[config.mk]
export PLATFORM = sky130hd
export DESIGN_NAME = rx_tlp_trigger
export DESIGN_NICKNAME = d
export VERILOG_FILES = /design/src/rtl/rx_path_pkg.sv /design/src/rtl/rx_ptr_diff.sv /design/src/rtl/rx_tlp_trigger.sv
export SDC_FILE = /design/constraint.sdc
export NUM_CORES = 1
export LEC_CHECK = 0
export BUFFER_PORTS_ARGS = -buffer_cell sky130_fd_sc_hd__buf_2
export CAP_MARGIN = 40
export CORE_MARGIN = 5
export CORE_UTILIZATION = 55
export CTS_CLUSTER_DIAMETER = 150
export CTS_CLUSTER_SIZE = 28
export DETAILED_ROUTE_END_ITERATION = 8
export PLACE_DENSITY = 0.86
export SYNTH_ARGS = -nofsm -noshare
export SYNTH_HDL_FRONTEND = slang
export SYNTH_HIERARCHICAL = 1
export SYNTH_SLANG_ARGS = --single-unit
[constraint.sdc]
create_clock -name trn_clk -period 3.39 [get_ports trn_clk]
set_input_delay 0.1695 -clock trn_clk [delete_from_list [all_inputs] [get_ports trn_clk]]
set_output_delay 0.1695 -clock trn_clk [all_outputs]
set_load 0.02 [all_outputs]
[src/rtl/rx_path_pkg.sv]
// Shared RX-path definitions: ring geometry, pointer widths, trigger FSM
// encoding and default sizing of the TLP trigger block.
package rx_path_pkg;

  localparam int RING_DEPTH = 512;
  localparam int PTR_W      = 10;                      // ring index + wrap bit
  localparam int AVAIL_W    = $clog2(RING_DEPTH) + 1;  // 0..512 inclusive
  localparam int QW_W       = 9;

  localparam int DEF_MAX_TLP_QWORDS = 16;
  localparam int DEF_TIMEOUT_CYCLES = 64;
  localparam int DEF_PAGE_QWORDS    = 262144;

  typedef enum logic [1:0] {
    IDLE        = 2'd0,
    REQ_TLP     = 2'd1,
    REQ_CHG     = 2'd2,
    WAIT_COMMIT = 2'd3
  } trig_state_e;

endpackage

[src/rtl/rx_ptr_diff.sv]
// Registered fill level of the RX ring from the extended wr/rd pointers.
// Deliberately not reset: it tracks the pointers even while the trigger FSM
// is held in reset, so a valid fill level exists on the first released cycle.
module rx_ptr_diff
  import rx_path_pkg::*;
(
  input  logic               clk_i,
  input  logic [PTR_W-1:0]   wr_ptr_i,
  input  logic [PTR_W-1:0]   rd_ptr_i,
  output logic [AVAIL_W-1:0] avail_o
);

  logic [AVAIL_W-1:0] avail_q;

  // mod-1024 difference; the wrap bit keeps a full ring (512) distinct from empty
  always_ff @(posedge clk_i) begin
    avail_q <= AVAIL_W'(wr_ptr_i - rd_ptr_i);
  end

  assign avail_o = avail_q;

endmodule

[src/rtl/rx_tlp_trigger.sv]
// Decides when the PCIe TX side should push ring data into the host huge
// page: full TLPs when enough data is present, a short TLP after an idle
// timeout, and a page change (with its final TLP) when the page is nearly full.
module rx_tlp_trigger
  import rx_path_pkg::*;
#(
  parameter int MAX_TLP_QWORDS = DEF_MAX_TLP_QWORDS,
  parameter int TIMEOUT_CYCLES = DEF_TIMEOUT_CYCLES,
  parameter int PAGE_QWORDS    = DEF_PAGE_QWORDS
) (
  input  logic             trn_clk,
  input  logic             trn_reset_n,
  input  logic [PTR_W-1:0] commited_wr_address,
  input  logic [PTR_W-1:0] commited_rd_address,
  output logic             trigger_tlp,
  input  logic             trigger_tlp_ack,
  output logic             change_huge_page,
  input  logic             change_huge_page_ack,
  output logic             send_last_tlp_change_huge_page,
  output logic [QW_W-1:0]  qwords_to_send
);

  localparam int PU_W  = $clog2(PAGE_QWORDS);
  localparam int PR_W  = PU_W + 1;
  localparam int CMP_W = (PR_W > AVAIL_W) ? PR_W : AVAIL_W;
  localparam int CNT_W = (TIMEOUT_CYCLES > 1) ? $clog2(TIMEOUT_CYCLES) : 1;

  localparam logic [CMP_W-1:0] PAGE_C = CMP_W'(PAGE_QWORDS);
  localparam logic [CMP_W-1:0] MAX_C  = CMP_W'(MAX_TLP_QWORDS);
  localparam logic [CNT_W-1:0] TMO_C  = CNT_W'(TIMEOUT_CYCLES - 1);

  trig_state_e        state_q, state_d;
  logic [QW_W-1:0]    qw_q, qw_d;
  logic [PTR_W-1:0]   rd_base_q, rd_base_d;
  logic [PU_W-1:0]    pu_q, pu_d;
  logic [CNT_W-1:0]   cnt_q, cnt_d;

  logic [AVAIL_W-1:0] avail;
  logic [CMP_W-1:0]   avail_c, rem_c, min_c;

  rx_ptr_diff u_ptr_diff (
    .clk_i    (trn_clk),
    .wr_ptr_i (commited_wr_address),
    .rd_ptr_i (commited_rd_address),
    .avail_o  (avail)
  );

  // page_used never reaches PAGE_QWORDS, so the remainder is always >= 1
  always_comb begin
    avail_c = CMP_W'(avail);
    rem_c   = PAGE_C - CMP_W'(pu_q);
    min_c   = (avail_c < rem_c) ? avail_c : rem_c;
  end

  // next-state: request selection in IDLE, handshakes, commit tracking
  always_comb begin
    state_d   = state_q;
    qw_d      = qw_q;
    rd_base_d = rd_base_q;
    pu_d      = pu_q;
    cnt_d     = '0;
    case (state_q)
      IDLE: begin
        if (rem_c <= MAX_C && avail_c != '0) begin
          state_d   = REQ_CHG;
          qw_d      = QW_W'(min_c);
          rd_base_d = commited_rd_address;
        end else if (avail_c >= MAX_C) begin
          state_d   = REQ_TLP;
          qw_d      = QW_W'(MAX_TLP_QWORDS);
          rd_base_d = commited_rd_address;
        end else if (avail_c != '0) begin
          if (cnt_q == TMO_C) begin
            state_d   = REQ_TLP;
            qw_d      = QW_W'(avail_c);
            rd_base_d = commited_rd_address;
          end else begin
            cnt_d = cnt_q + CNT_W'(1);
          end
        end
      end
      REQ_TLP: begin
        if (trigger_tlp_ack) begin
          pu_d    = pu_q + PU_W'(qw_q);
          state_d = WAIT_COMMIT;
        end
      end
      REQ_CHG: begin
        if (change_huge_page_ack) begin
          pu_d    = '0;
          state_d = WAIT_COMMIT;
        end
      end
      WAIT_COMMIT: begin
        if (commited_rd_address == rd_base_q + PTR_W'(qw_q)) state_d = IDLE;
      end
      default: state_d = IDLE;
    endcase
  end

  // state and datapath registers; reset drops any request and its length
  always_ff @(posedge trn_clk or negedge trn_reset_n) begin
    if (!trn_reset_n) begin
      state_q   <= IDLE;
      qw_q      <= '0;
      rd_base_q <= '0;
      pu_q      <= '0;
      cnt_q     <= '0;
    end else begin
      state_q   <= state_d;
      qw_q      <= qw_d;
      rd_base_q <= rd_base_d;
      pu_q      <= pu_d;
      cnt_q     <= cnt_d;
    end
  end

  assign trigger_tlp                    = (state_q == REQ_TLP);
  assign change_huge_page               = (state_q == REQ_CHG);
  assign send_last_tlp_change_huge_page = (state_q == REQ_CHG);
  assign qwords_to_send                 = qw_q;

endmodule
## After elaboration in Yosys (flattened, before gate mapping)

Cells that the tools add are included.

| storage, ports and cells | value |
|---|---|
| word-level logic and storage cells | 58 |
| output and inout port bits | 12 |
| flip-flop bits (word level) | 55 |
| bits of input ports | 24 |

| operators by class | value |
|---|---|
| $lt $le $gt $ge | 3 |
| reduce and logical (&&, ||, !) cells | 9 |
| equal/unequal tests | 10 |
| multiplexer cells | 25 |
| add/subtract/negate cells | 5 |

Operators by type and width:

| cell | count |
|---|---|
| $mux 9 | 5 |
| $mux 10 | 4 |
| $mux 18 | 2 |
| $pmux 18 s2 | 1 |
| $mux 6 | 5 |
| $le 19x5->1 const B | 1 |
| $lt 10x19->1 | 1 |
| $reduce_bool 19->1 | 1 |
| $sub 19x18->19 const A | 1 |
| $add 18x9->18 | 1 |
| $mux 2 | 7 |
| $add 10x9->10 | 1 |
| $eq 10x10->1 | 1 |
| $ge 10x5->1 const B | 1 |
| $sub 10x10->10 | 1 |
| $ne 4x4->1 const B | 2 |
| $pmux 2 s4 | 1 |
| $add 6x1->6 const B | 1 |
| $eq 6x6->1 const B | 1 |
| $reduce_and 3->1 | 2 |
| $reduce_bool 3->1 | 2 |
| $reduce_and 5->1 | 1 |
| $eq 2x2->1 const B | 2 |
| $ne 2x1->1 const B | 2 |
| other kinds (5) | 5 |

## Depth between registers and ports, before layout

| depth | value |
|---|---|
| depth in word-level cells | 6 |
| gate-level depth with buffers | 13 |
| mapped depth without buffers | 12 |

## Cells and area by module

The synthesis kept the hierarchy.

Modules (own cells, without submodules):

| module | cells each | area each (um2) | times used | seq. area each (um2) |
|---|---|---|---|---|
| rx_tlp_trigger | 388 | 3603.5 | 1 | 1126.1 |
| rx_ptr_diff | 71 | 646.9 | 1 | 200.2 |

## Worst setup path before layout

OpenSTA, ideal clock, no wires.

| timing | value |
|---|---|
| kind | register -> register |
| start point | register pu_q[1] |
| end point | register qw_q[0], in the netlist qwords_to_send[0] |
| arrival | 3.087 ns |
| stages on the path, launching flop included | 13 |
| path buffers | 0 |
| path slack | 0.171 ns |
| library setup time | 0.132 ns |
| path through | dfrtp_1 -> inv_1 -> ha_1 -> or4b_4 -> nor4_4 -> xor2_2 -> ha_1 -> a21o_1 -> a211o_1 -> o221ai_1 -> nor3_1 -> a221oi_1 -> a21oi_1 |

| between the ends | value |
|---|---|
| cells in the longest elaborated chain, start to end | 5 |
| elaborated cells between the ends (all ways) | 9 |
| classes of those cells | add/sub (1); order compare (2); mux (2); reduce/logical (4) |

RTL lines:

| element | RTL line | source |
|---|---|---|
| start, declared | rx_tlp_trigger.sv:35 | `logic [PU_W-1:0] pu_q, pu_d;` |
| start signal, assigned | rx_tlp_trigger.sv:113 | `pu_q <= pu_d;` |
| $sub 19x18->19 * | rx_tlp_trigger.sv:51 | `rem_c = PAGE_C - CMP_W'(pu_q);` |
| $le 19x5->1 | rx_tlp_trigger.sv:64 | `if (rem_c <= MAX_C && avail_c != '0) begin` |
| $logic_and 1x1->1 | rx_tlp_trigger.sv:64 |  |
| $reduce_bool 3->1 (no source line) | - |  |
| $reduce_and 3->1 (no source line) | - |  |
| end signal, assigned | rx_tlp_trigger.sv:111 | `qw_q <= qw_d;` |
| end, declared | rx_tlp_trigger.sv:33 | `logic [QW_W-1:0] qw_q, qw_d;` |

Mark *: on every way between the ends. The rest lies on a longest branch, timed or not.
A chain may end at the register's enable or synchronous reset.

## Worst setup path in the final report

| timing | value |
|---|---|
| start point | register pu_q[0] |
| end point | register qw_q[4], in the netlist qwords_to_send[4] |

Same word-level chain as after synthesis.

==> flow_summary.toml <==
[routing]
vias_per_cell = 6.10
first_pass_iters = 7
drt_iter0_drc = 321
routed_wl_um = 10100
vias = 3653
remaining_drc_errors = 0
routedWlPerCell_um = 16.9
drt.antenna.violating_nets = 0

[synthesis]
ys_ff_latch = 55
ys_seq_area_frac = 0.312
ys_warn_count = 6
syn_nets = 527
synth_cells = 459
ys_types = 67
syn_area_per_cell_sq_um = 9.26
syn_area_sq_um = 4250
synth_edf_count = 0
async_flop_share = 0.818
ys.flop_type = "dfrtp_1"

[timing]
slew-limit-headroom = 0.511
post-route-period-util = 0.976
clock-skew-final_ns = 0.0168
fmax_mhz = 302
max_slew.worst_pin.slew_ns = 0.731
hold_viol_final = 0
slew_violations = 0
setup_viol = 0
period_minus_slack_ns = 3.31
finalSetupTns_ns = 0
setup_ws_ns = 0.0824
hold_ws_ns = 0.126

[clock_tree]
htreeDepth = 2
numCtsBuffers = 5
clock_tree.root_cell = "clkbuf_8"
cts_tree = "done"
numClockSinks = 55
clk_latency_ns = 0.33
clkTransAtPathRegs_ns = 0.10
clockBufferDepth = 2

[worst_setup_path]
crit_required_ns = 3.59
start_kind = "flop"
cp.arrival_ns = 3.51
cp_max_fo = 5
end_kind = "flop"
critPathKind = "reg -> reg"
rr_worst_depth = 12

[placement]
placed_cells = 589
placed_cell_area_sq_um = 4560
place_hpwl_um = 7720
io_buffers = 35
gp_congestion = 0.951
pre_cts_ws_ns = 0.163

[hold_path]
min_path_type = "in -> reg"
whs_path_depth = 2

[job]
drv_cap = 0

[power]
power.total_mw = 3.77
peakVddDrop_mv = 0.297
leakagePower_nw = 2.19
cellPowerDensity_nw_per_um2 = 799

[floorplan]
rows = 32
die-area_sq_um = 9590
dieWidth_um = 97.9
start_util = 0.559
die_y_um = 97.9
core_sq_um = 7610
pin_count = 36

[finish]
nNetsFinal = 564
fin_util = 0.620
n_antenna_cell = 0
layout.cells.non_filler = 599
syn_to_final_growth_pct = 10.9
drive_gt1_frac = 0.181
fin_area_sq_um = 4710

[global_route]
grt_pass1_vias = 3700
antenna_found_initial = 0
grt_max_degree = 28
overflow = 0
grt_pass1_wl_um = 17100
track_usage = 0.214

[outcome]
outcome = "finished clean"
-- area by class of cell --
class | instances | area (sq um)
Sequential cell | 55 | 1330
Clock buffer | 7 | 96.3
Fill cell | 652 | 2890
Inverter | 29 | 109
Clock inverter | 1 | 6.26
Multi-Input combinational cell | 359 | 2780
Tap cell | 102 | 128
Timing Repair Buffer | 46 | 273
-- metal layers --
| metal | share of wire | track usage |
|---|---|---|
| met1 | 0.42 | 0.266 |
| met5 | 0 | 0 |
| met2 | 0.50 | 0.372 |
| met4 | 0.026 | 0.0884 |
| met3 | 0.052 | 0.0314 |
-- cell families (layout without fill, tap and decap cells) --
family,Yosys count,count (layout),synth area share
flops,55,55,0.312
mux,13,13,0.0383
simple gates,134,134,0.176
compound gates,119,119,0.192
xor+xnor,49,49,0.103
buf+inv,45,83,0.0439
fa+ha+maj,44,44,0.135
-- cell usage after synthesis, drive strengths merged, types with 2 or more instances --
master	number	area share
ha	41	0.12
nor4b	2	0.0056
o211ai	6	0.012
a21o	5	0.0088
nand2b	6	0.0088
nand2	27	0.024
o21ai	28	0.033
dfrtp	45	0.26
mux2	11	0.034
or2	2	0.0029
a2111oi	2	0.0041
a41oi	3	0.0062
o2111ai	2	0.0041
a31o	2	0.0041
a211oi	3	0.0053
nor2	30	0.026
o31ai	5	0.0088
nor4	10	0.025
nor3	13	0.016
nor3b	4	0.0071
inv	29	0.026
or3	8	0.012
fa	3	0.014
a22o	9	0.019
nand4	8	0.013
a221oi	2	0.0041
dfxtp	10	0.047
buf	8	0.011
a21oi	29	0.037
clkbuf	8	0.0071
nor2b	5	0.0074
mux2i	2	0.0047
nand3b	2	0.0035
xnor2	28	0.058
a31oi	4	0.0059
o21a	2	0.0035
and3	4	0.0059
xor2	21	0.045
o21bai	7	0.016
nand3	10	0.012
o31a	2	0.0041
-- what timing repair did --
| item | 4_1_cts | 5_1_grt |
|---|---|---|
| endpoints found under the hold margin | 18 | 0 |
| hold buffers | 1 | 0 |
| setup endpoints to repair | 0 | 9 |
| resized for setup | 0 | 7 |
| setup buffers | 0 | 1 |
-- final timing paths --
check | startpoint | to | slack [ns]
max | pu_q[0]$_DFFE_PN0P_ | qwords_to_send[4]$_DFFE_PN0P_ | 0.08
min | commited_rd_address[6] | rd_base_q[6]$_DFFE_PN0P_ | 0.13
max reg2reg | pu_q[0]$_DFFE_PN0P_ | qwords_to_send[4]$_DFFE_PN0P_ | 0.08
min reg2reg | cnt_q[0]$_DFF_PN0_ | cnt_q[0]$_DFF_PN0_ | 0.47
max in group asynchronous | trn_reset_n | qwords_to_send[4]$_DFFE_PN0P_ | 2.54
min in group asynchronous | trn_reset_n | pu_q[15]$_DFFE_PN0P_ | 0.32
-- worst max-delay path, stage by stage (launching register included) --
cell,delay [ns]
dfrtp_1,0.39
inv_1,0.06
ha_2,0.20
or4b_4,0.51
nor4_4,0.19
xor2_2,0.22
ha_1,0.28
a21o_1,0.16
a211o_1,0.32
o221a_2,0.28
nand2b_1,0.16
a21oi_1,0.13
o31ai_2,0.27
-- report_power, final --
| group | switching, mW | internal [mW] | total [mW] |
|---|---|---|---|
| clock network | 0.224 | 0.187 | 0.411 |
| logic | 1.31 | 1.05 | 2.35 |
| registers | 0.194 | 0.813 | 1.01 |
-- state kept, by name (all words and copies together), names as in the netlist --
register,flops
qwords_to_send,9
pu_q,18
cnt_q,6
state_q,2
u_ptr_diff/avail_o,10
rd_base_q,10
-- cells in the final DEF, fill, tap and decap left out, types with 12 or more instances in the layout --
| cell | count |
|---|---|
| dfrtp_1 | 45 |
| ha_1 | 40 |
| buf_2 | 35 |
| nor2_1 | 30 |
| inv_1 | 29 |
| xnor2_1 | 28 |
| nand2_1 | 27 |
| a21oi_1 | 26 |
| o21ai_0 | 25 |
| xor2_1 | 20 |
| nor3_1 | 12 |
Power figures use the tool's default switching activity.
